===== src/rtl/rtc_bus_pkg.sv =====
// Shared definitions for the RTC multiplexed address/data bus sequencer.
// Contents: state encoding, default timing constants, rw encoding, the
// per-state control-pin decode and a small max helper for parameter math.
package rtc_bus_pkg;

    localparam int unsigned STATE_W = 4;

    // Nine bus-cycle states; the remaining 4-bit codes are illegal
    typedef enum logic [STATE_W-1:0] {
        ST_IDLE        = 4'd0,
        ST_ADDR_SETUP  = 4'd1,
        ST_ADDR_STROBE = 4'd2,
        ST_ADDR_HOLD   = 4'd3,
        ST_GAP         = 4'd4,
        ST_DATA_SETUP  = 4'd5,
        ST_DATA_STROBE = 4'd6,
        ST_DATA_HOLD   = 4'd7,
        ST_RECOVER     = 4'd8
    } state_t;

    localparam int unsigned DEF_DATA_W    = 8;
    localparam int unsigned DEF_T_SETUP   = 3;
    localparam int unsigned DEF_T_PULSE   = 15;
    localparam int unsigned DEF_T_HOLD    = 3;
    localparam int unsigned DEF_T_GAP     = 15;
    localparam int unsigned DEF_T_RECOVER = 70;

    localparam logic RW_WRITE = 1'b0;
    localparam logic RW_READ  = 1'b1;

    // Control pins for one state; drive_data selects wdata over addr on the pads
    typedef struct packed {
        logic a_d;
        logic cs;
        logic wr;
        logic rd;
        logic oe;
        logic drive_data;
    } ctrl_t;

    localparam ctrl_t CTRL_IDLE = '{a_d: 1'b1, cs: 1'b1, wr: 1'b1, rd: 1'b1,
                                    oe: 1'b0, drive_data: 1'b0};

    // Pin decode from state and latched direction only
    function automatic ctrl_t decode_ctrl(input state_t st, input logic rw);
        ctrl_t c;
        c = CTRL_IDLE;
        case (st)
            ST_ADDR_SETUP, ST_ADDR_HOLD: begin
                c.a_d = 1'b0;
                c.oe  = 1'b1;
            end
            ST_ADDR_STROBE: begin
                c.a_d = 1'b0;
                c.oe  = 1'b1;
                c.cs  = 1'b0;
                c.wr  = 1'b0;
            end
            ST_DATA_SETUP, ST_DATA_HOLD: begin
                c.oe         = (rw == RW_WRITE);
                c.drive_data = (rw == RW_WRITE);
            end
            ST_DATA_STROBE: begin
                c.cs = 1'b0;
                if (rw == RW_WRITE) begin
                    c.wr         = 1'b0;
                    c.oe         = 1'b1;
                    c.drive_data = 1'b1;
                end else begin
                    c.rd = 1'b0;
                end
            end
            default: c = CTRL_IDLE;
        endcase
        return c;
    endfunction

    function automatic int unsigned max_u(input int unsigned a, input int unsigned b);
        return (a > b) ? a : b;
    endfunction

endpackage


===== src/rtl/rtc_phase_timer.sv =====
// Phase length timer shared by all sequencer phases.
// Ports: clk, reset (sync, active high); load restarts the count at 0 with a
// new terminal value limit; term_c flags the last cycle of the running phase;
// term_next_c flags that the following cycle will be the last one.
module rtc_phase_timer #(
    parameter int unsigned CNT_W = 8
) (
    input  logic             clk,
    input  logic             reset,
    input  logic             load,
    input  logic [CNT_W-1:0] limit,
    output logic             term_c,
    output logic             term_next_c
);

    logic [CNT_W-1:0] count;
    logic [CNT_W-1:0] limit_q;

    // Count up to the terminal value and hold there; never wraps inside a phase
    always_ff @(posedge clk) begin
        if (reset) begin
            count   <= '0;
            limit_q <= '0;
        end else if (load) begin
            count   <= '0;
            limit_q <= limit;
        end else if (count != limit_q) begin
            count <= count + CNT_W'(1);
        end
    end

    assign term_c = (count == limit_q);

    // Look-ahead lets the owner register pulses that land on the last cycle
    assign term_next_c = load ? (limit == '0)
                              : ((count != limit_q) && ((count + CNT_W'(1)) == limit_q));

endmodule


===== src/rtl/rtc_bus_sequencer.sv =====
// Bus-cycle sequencer for the multiplexed address/data RTC interface.
// Each request runs an address phase then a write or read data phase, with all
// phase lengths set by parameters and timed by one shared phase timer.
// Ports: Clock_in/Reset (sync, active high); start/rw/addr/wdata request and
// busy/done/rdata/rdata_valid status toward the control FSM; A_D/CS/WR/RD
// strobes and bus_out/bus_oe/bus_in toward the tri-state pads.
module rtc_bus_sequencer
    import rtc_bus_pkg::*;
#(
    parameter int unsigned DATA_W    = DEF_DATA_W,
    parameter int unsigned T_SETUP   = DEF_T_SETUP,
    parameter int unsigned T_PULSE   = DEF_T_PULSE,
    parameter int unsigned T_HOLD    = DEF_T_HOLD,
    parameter int unsigned T_GAP     = DEF_T_GAP,
    parameter int unsigned T_RECOVER = DEF_T_RECOVER
) (
    input  logic              Clock_in,
    input  logic              Reset,
    input  logic              start,
    input  logic              rw,
    input  logic [DATA_W-1:0] addr,
    input  logic [DATA_W-1:0] wdata,
    output logic              busy,
    output logic              done,
    output logic [DATA_W-1:0] rdata,
    output logic              rdata_valid,
    output logic              A_D,
    output logic              CS,
    output logic              WR,
    output logic              RD,
    output logic [DATA_W-1:0] bus_out,
    output logic              bus_oe,
    input  logic [DATA_W-1:0] bus_in
);

    localparam int unsigned T_MAX = max_u(max_u(max_u(T_SETUP, T_PULSE), max_u(T_HOLD, T_GAP)),
                                          T_RECOVER);
    localparam int unsigned CNT_W = $clog2(T_MAX) + 1;

    state_t            state_reg;
    state_t            state_nxt;
    logic              rw_q;
    logic              rw_nxt;
    logic [DATA_W-1:0] addr_q;
    logic [DATA_W-1:0] addr_nxt;
    logic [DATA_W-1:0] wdata_q;
    logic [DATA_W-1:0] wdata_nxt;
    logic              accept_c;
    logic              load_c;
    logic              term_c;
    logic              term_next_c;
    logic              last_recover_c;
    logic [CNT_W-1:0]  limit_c;
    ctrl_t             ctrl_nxt;

    // Terminal count (length - 1) for each timed phase
    function automatic logic [CNT_W-1:0] phase_limit(input state_t st);
        case (st)
            ST_ADDR_SETUP, ST_DATA_SETUP:   return CNT_W'(T_SETUP - 1);
            ST_ADDR_STROBE, ST_DATA_STROBE: return CNT_W'(T_PULSE - 1);
            ST_ADDR_HOLD, ST_DATA_HOLD:     return CNT_W'(T_HOLD - 1);
            ST_GAP:                         return CNT_W'(T_GAP - 1);
            ST_RECOVER:                     return CNT_W'(T_RECOVER - 1);
            default:                        return '0;
        endcase
    endfunction

    assign accept_c = (state_reg == ST_IDLE) && start;

    // Next-state: every timed phase advances on its terminal count
    always_comb begin
        state_nxt = state_reg;
        case (state_reg)
            ST_IDLE:        if (start)  state_nxt = ST_ADDR_SETUP;
            ST_ADDR_SETUP:  if (term_c) state_nxt = ST_ADDR_STROBE;
            ST_ADDR_STROBE: if (term_c) state_nxt = ST_ADDR_HOLD;
            ST_ADDR_HOLD:   if (term_c) state_nxt = ST_GAP;
            ST_GAP:         if (term_c) state_nxt = ST_DATA_SETUP;
            ST_DATA_SETUP:  if (term_c) state_nxt = ST_DATA_STROBE;
            ST_DATA_STROBE: if (term_c) state_nxt = ST_DATA_HOLD;
            ST_DATA_HOLD:   if (term_c) state_nxt = ST_RECOVER;
            ST_RECOVER:     if (term_c) state_nxt = ST_IDLE;
            default:                    state_nxt = ST_IDLE;
        endcase
    end

    // Request fields are captured only when a request is accepted
    always_comb begin
        rw_nxt    = accept_c ? rw    : rw_q;
        addr_nxt  = accept_c ? addr  : addr_q;
        wdata_nxt = accept_c ? wdata : wdata_q;
    end

    // Timer restarts on every state change and is held at 0 while idle
    assign load_c  = (state_nxt != state_reg) || (state_nxt == ST_IDLE);
    assign limit_c = phase_limit(state_nxt);

    rtc_phase_timer #(
        .CNT_W (CNT_W)
    ) u_timer (
        .clk         (Clock_in),
        .reset       (Reset),
        .load        (load_c),
        .limit       (limit_c),
        .term_c      (term_c),
        .term_next_c (term_next_c)
    );

    // Outputs are registered from the decode of the upcoming state so they
    // line up with state_reg and never toggle within a state
    assign ctrl_nxt       = decode_ctrl(state_nxt, rw_nxt);
    assign last_recover_c = (state_nxt == ST_RECOVER) && term_next_c;

    always_ff @(posedge Clock_in) begin
        if (Reset) begin
            state_reg   <= ST_IDLE;
            rw_q        <= RW_WRITE;
            addr_q      <= '0;
            wdata_q     <= '0;
            A_D         <= 1'b1;
            CS          <= 1'b1;
            WR          <= 1'b1;
            RD          <= 1'b1;
            bus_oe      <= 1'b0;
            bus_out     <= '0;
            busy        <= 1'b0;
            done        <= 1'b0;
            rdata_valid <= 1'b0;
            rdata       <= '0;
        end else begin
            state_reg   <= state_nxt;
            rw_q        <= rw_nxt;
            addr_q      <= addr_nxt;
            wdata_q     <= wdata_nxt;
            A_D         <= ctrl_nxt.a_d;
            CS          <= ctrl_nxt.cs;
            WR          <= ctrl_nxt.wr;
            RD          <= ctrl_nxt.rd;
            bus_oe      <= ctrl_nxt.oe;
            bus_out     <= ctrl_nxt.oe ? (ctrl_nxt.drive_data ? wdata_nxt : addr_nxt) : '0;
            busy        <= (state_nxt != ST_IDLE);
            done        <= last_recover_c;
            rdata_valid <= last_recover_c && (rw_nxt == RW_READ);
            // Sample the pads on the last strobe cycle, while RD is still low
            if ((state_reg == ST_DATA_STROBE) && term_c && (rw_q == RW_READ)) begin
                rdata <= bus_in;
            end
        end
    end

endmodule


===== config.mk =====
export PLATFORM = sky130hd
export DESIGN_NAME = rtc_bus_sequencer
export DESIGN_NICKNAME = d
export VERILOG_FILES = /design/src/rtl/rtc_bus_pkg.sv /design/src/rtl/rtc_phase_timer.sv /design/src/rtl/rtc_bus_sequencer.sv
export SDC_FILE = /design/constraint.sdc
export NUM_CORES = 1
export LEC_CHECK = 0
export BUFFER_PORTS_ARGS = -buffer_cell sky130_fd_sc_hd__buf_4
export CAP_MARGIN = 20
export CORE_AREA = 5 5 77 86
export DETAILED_ROUTE_END_ITERATION = 6
export DIE_AREA = 0 0 82 91
export HOLD_SLACK_MARGIN = 0.02
export PLACE_DENSITY = 0.77
export SLEW_MARGIN = 10
export SYNTH_ARGS = -nofsm -noshare
export SYNTH_HDL_FRONTEND = slang
export SYNTH_SLANG_ARGS = --single-unit

===== constraint.sdc =====
create_clock -name Clock_in -period 5.2 [get_ports Clock_in]
set_clock_uncertainty 0.2 [all_clocks]
set_input_delay 1.04 -clock Clock_in [delete_from_list [all_inputs] [get_ports Clock_in]]
set_output_delay 1.04 -clock Clock_in [all_outputs]
set_load 0.005 [all_outputs]

-- Word-level counts from Yosys, hierarchy flattened
Memories as Yosys holds them, arrays and structs flattened.
Index checks and enable logic that the tools add are counted.
- register bits after elaboration: 61
- ROM bits: 80
- output and inout port bits: 24
- memories kept: 1
- $add $sub $neg: 1
- equal/unequal tests: 19
- multiplexer cells: 22
- bitwise operators: 3
- reductions and logical operators: 16
- memory list (memory ; depth ; bits a word ; rd ports ; clocked after Yosys merged registers in ; write ports ; line ; RTL):
    (name not given) ; 16 ; 5 ; 1 ; 0 ; 0 ; rtc_bus_sequencer.sv:58 ; case (st)
- operators by type and width (kind ; count):
    $mux 4 ; 9
    $pmux 4 s9 ; 1
    $eq 4x3->1 const B ; 7
    $mux 8 ; 3
    $eq 4x2->1 const B ; 4
    $eq 8x8->1 ; 2
    $add 8x1->8 const B ; 1
    $eq 4x1->1 const B ; 2
    $eq 4x4->1 const B ; 2
    $logic_not 4->1 ; 2
    $logic_not 8->1 ; 1
    $ne 8x8->1 ; 1
    $reduce_or 2->1 ; 4
    $logic_and 1x1->1 ; 6
    $mux 1 ; 5
    $ne 4x4->1 ; 1
    $pmux 2 s2 ; 1
    $reduce_bool 4->1 ; 1
    $not 1->1 ; 3
    $pmux 1 s3 ; 1
    $reduce_or 3->1 ; 1
    $mux 2 ; 1
    $pmux 1 s2 ; 1
    $logic_or 1x1->1 ; 1

-- Depth between registers and ports, before layout
- depth in word-level cells: 8
- gate-level depth with buffers: 8
- depth with buffers taken out: 6

-- Hierarchy
From an unflattened synthesis, not the netlist that was laid out.
- cell total of the unflattened synthesis: 273
- area total of the unflattened synthesis: 2610.0 µm²
- by module, submodules not included (module ; instances ; cells an instance ; area an instance (µm²) ; seq. area each (µm²)):
    rtc_bus_sequencer ; 1 ; 165 ; 1674.1 ; 900.9
    rtc_phase_timer ; 1 ; 108 ; 935.9 ; 320.3

-- Worst setup path before layout
No wires, ideal clock.
- path type: input -> register
- from: input port start
- to: register bus_oe
- data arrival time: 2524 ps
- data required time: 4914 ps
- setup slack: 2391 ps
- stages: 6
- path through: nor2b_1 -> clkbuf_1 -> a21boi_0 -> a311oi_1 -> o21ai_1 -> a211oi_1
- longest elaborated chain between the ends: 5
- RTL lines (element ; line ; RTL):
    start, declared ; rtc_bus_sequencer.sv:19 ; input logic start,
    $mux 4 ; rtc_bus_sequencer.sv:74 ; ST_IDLE: if (start) state_nxt = ST_ADDR_SETUP;
    $pmux 4 s9 ; rtc_bus_sequencer.sv:73 ; case (state_reg)
    $eq 4x2->1 (tied with other cells) ; rtc_bus_pkg.sv:48 ; case (st)
    $reduce_or 3->1 (no line) / $reduce_or 2->1 (equally long branches) ; - ;
    $pmux 1 s3 (*) ; rtc_bus_pkg.sv:48 ;
    end signal, assigned ; rtc_bus_sequencer.sv:139 ; bus_oe <= ctrl_nxt.oe;
    end, declared ; rtc_bus_sequencer.sv:32 ; output logic bus_oe,
Mark *: on every way between the ends. The rest lies on a longest branch, timed or not.
A chain may end at the register's enable or synchronous reset.

-- Worst setup path in the final report
- from: register u_timer.count[6]
- to: register A_D
- longest elaborated chain between the ends: 6
- RTL lines (element ; line ; RTL):
    start, declared ; rtc_phase_timer.sv:16 ; logic [CNT_W-1:0] count;
    start signal, assigned ; rtc_phase_timer.sv:28 ; count <= count + CNT_W'(1);
    $eq 8x8->1 (*) ; rtc_phase_timer.sv:32 ; assign term_c = (count == limit_q);
    $mux 4 (tied with other cells) ; rtc_bus_sequencer.sv:82 ; ST_RECOVER: if (term_c) state_nxt = ST_IDLE;
    $pmux 4 s9 (*) ; rtc_bus_sequencer.sv:73 ;
    $eq 4x2->1 / $eq 4x1->1 (equally long branches) ; rtc_bus_pkg.sv:48 ;
    $reduce_or 3->1 (no line) (*) ; - ;
    $mux 1 (*) ; rtc_bus_pkg.sv:48 ;
    end signal, assigned ; rtc_bus_sequencer.sv:135 ; A_D <= ctrl_nxt.a_d;
    end, declared ; rtc_bus_sequencer.sv:27 ; output logic A_D,
Marked as above.

==> impl_results.md <==
- Status: complete, no violations
- Max-slew violations: 0
- Synth Flop Type: dfxtp_1
- Drt wl/cell: roughly 15 um
- Sequential area share after synthesis: 44.36%
- Async SR Flop Fraction: 0%
- Least-Margin Pin Slew: ~1.0 ns
- Worst VDD drop: between 0.0003 and 0.0004 V
- Fmax: 354.3 MHz
- Post-synth EDFFs: 0
- WL final: between 6 and 7 mm
- Placed cells: 404
- CP Cell Sequence: xor2_1 > nor4_4 > a21oi_1 > or4b_1 > or3_1
- Initial Util: a little under half
- Worst path slowest cell: or4b_1
- Die area: 7462 sq um
- CTS Hold Buffers Added: 0
- Fraction of layout cells with a size suffix above 1: between 20% and 30%
- Core region area: 5660 sq um
- Nets: 367
- Antenna cell count: 0
- Pleak: around 0.0013 uW
- Min-Delay Path Class: flop to flop
- Die Width: 82 um
- Worst setup SP type: flop
- Synth Cell Area: 2572 sq um
- CTS tree: built
- Vias in the first global route: 2163
- CP top delay family: simple AND/OR/NAND/NOR gates
- Post-CTS Setup Repair Bufs: 0
- Crit path from: u_timer.count[6]
- Layout area overhead: 23.30%
- Critical-path maximum fanout: 11
- Synthesized flop and latch total: 57
- Syn Area/Cell: 8.662 sq um
- I/O pin cnt: 52
- Total negative slack: 0 ns
- CP Class: flop to flop
- Clk sinks: 57
- Top post-synthesis cells by area: dfxtp_1 44%, a21oi_1 6.6%, nand3_1 6.0%
- Adder-cell share of the synthesized area: 0.4864%
- Netlist cell types: 49
- Hold_sp: addr_q[7]
- Yosys top cell by area: dfxtp_1
- Row count: 29
- Headroom to the max-slew limit: between 30 and 40%
- Hold Violations, Final: 0
- Post-synthesis xor/xnor area fraction: approximately 6.4%
- Crit-path max cell delay: roughly 0.70 ns
- Max-cap viol count: 0
- Synth top area share: roughly 44%
- Residual DRC count: 0
- Clk buf depth: 2
- CTS resizes: 0
- Final Util: 56.03%
- Cell Count, Final, Fillers Out: between 400 and 500
- Critical Path RT: 5.21 ns
- Via density: 5.612
- Placer congestion estimate: 0.8220
- Vias: 2357
- Die height: just over 90 um
- Port-buffer cells: 51
- Clock latency on the worst-skew pair: between 0.3 and 0.4 ns
- GR Util All Layers: roughly 17%
- Starting DRT DRC Count: 81
- First-pass GRT wire length: ~10 mm
- Setup repair after global routing missed its margin: false
- Final setup viols: 0
- Part of the cycle the worst path needs: 54.28%
- CTS Root Cell: clkbuf_8
- CP endpoint kind: flop
- RR Startpoint: u_timer.count[6]
- Initial antenna violation count: 0
- Final worst setup slack: 2.377 ns
- Post-Synth Simple-Gate Area: between 20 and 25%
- Minimum clock period after layout: roughly 2.8 ns
- Total power: ~1600 uW
- Top-count cell post-synth: dfxtp_1
- Buf+Inv Stages, Crit Path: 0
- Compound-Gate Fraction of Synth Area: between 15 and 20%
- PD cells: 496.9 nW/um^2
- Synth Instances: 297
- Reg clk slew, reported paths: 0.07 ns
- Pre-CTS WS: 1.921 ns
- DPL Wire Length: 4.168 mm
- Post-synth top cells: 57 x dfxtp_1, 34 x a21oi_1, 31 x nand3_1
- Largest family of logic cells by synthesized area: simple AND/OR/NAND/NOR gates
- First drt pass iteration count: 5
- CTS H-tree depth: 3
- YS warnings: 0
- Pin count of the biggest net entering global routing: 39
- Post-synthesis mux area share: 3.502%
- Grt ovf: 0
- Data arrival at the endpoint of the critical path: between 2 and 3 ns
- Post-DRT Antenna Nets: 0
- Post-Syn Nets: 326
- Total CTS buffers: 9
[through the flow]
step,area [sq um],hold slack [ns]
2_1_floorplan,2572,0.2511
3_3_place_gp,2970,0.2700
3_5_place_dp,2970,0.2722
4_1_cts,3166,0.2822
5_1_grt,3172,0.2955
6_report,3172,0.2807
[metal layers]
metal  routed length (um)  track usage, %
met1                 2664           21.72
met2                 3018           26.89
met3                  439           4.653
met4                   91           8.587
met5                    0               0
[power by group]
part           switching, uW  internal, uW  leakage, uW
combinational            375           220     0.000732
clock                    182           220    0.0000912
sequential              65.4           515     0.000465
total                    622           955      0.00129
[cell usage in the layout, fill, tap and decap left out, types with 2 or more instances in the layout]
cell	instances
dfxtp_1	57
buf_4	53
xnor2_1	5
mux2i_1	9
nor2b_1	3
o211ai_1	8
a21o_1	2
clkinv_2	2
nor4b_1	2
xor2_1	11
a21oi_1	34
nand3_1	31
nand4_1	4
nor4_4	2
a31oi_1	3
nor3_1	4
clkinvlp_4	3
or3_1	5
clkbuf_8	9
nand2_1	14
and2_1	2
inv_1	2
nor3_2	2
nand2b_1	3
nor2_1	24
nand3b_1	3
o21ai_0	21
[kinds of logic (layout without fill, tap and decap cells)]
kind of cell,after synthesis,count (layout)
XOR/XNOR,17,17
buffers and inverters,25,71
AO/OA/AOI/OAI,81,81
AND/OR/NAND/NOR,107,107
adder cells (fa/ha/maj),1,1
flip-flops,57,57
multiplexers,9,9
[worst paths after layout]
check,slack [ns],end,cells past startpoint
setup reg to reg,2.38,A_D,5
hold reg to reg,0.28,addr_q[7],2
setup / recovery,2.38,A_D,5
hold / removal,0.28,addr_q[7],2
[worst register-to-register path, cell delays in order (launching register included)]
cell	delay [ns]
dfxtp_1	0.46
xor2_1	0.20
nor4_4	0.58
a21oi_1	0.16
or4b_1	0.70
or3_1	0.42
[final cells by class]
| class | count | area (sq um) |
|---|---|---|
| sequential | 57 | 1141 |
| clock inverter | 7 | 71.32 |
| timing repair buffer | 53 | 397.9 |
| tap | 77 | 96.34 |
| inverter | 2 | 7.507 |
| multi-input combinational | 215 | 1334 |
| fill | 533 | 2489 |
| clock buffer | 9 | 123.9 |
Power figures use the tool's default switching activity.
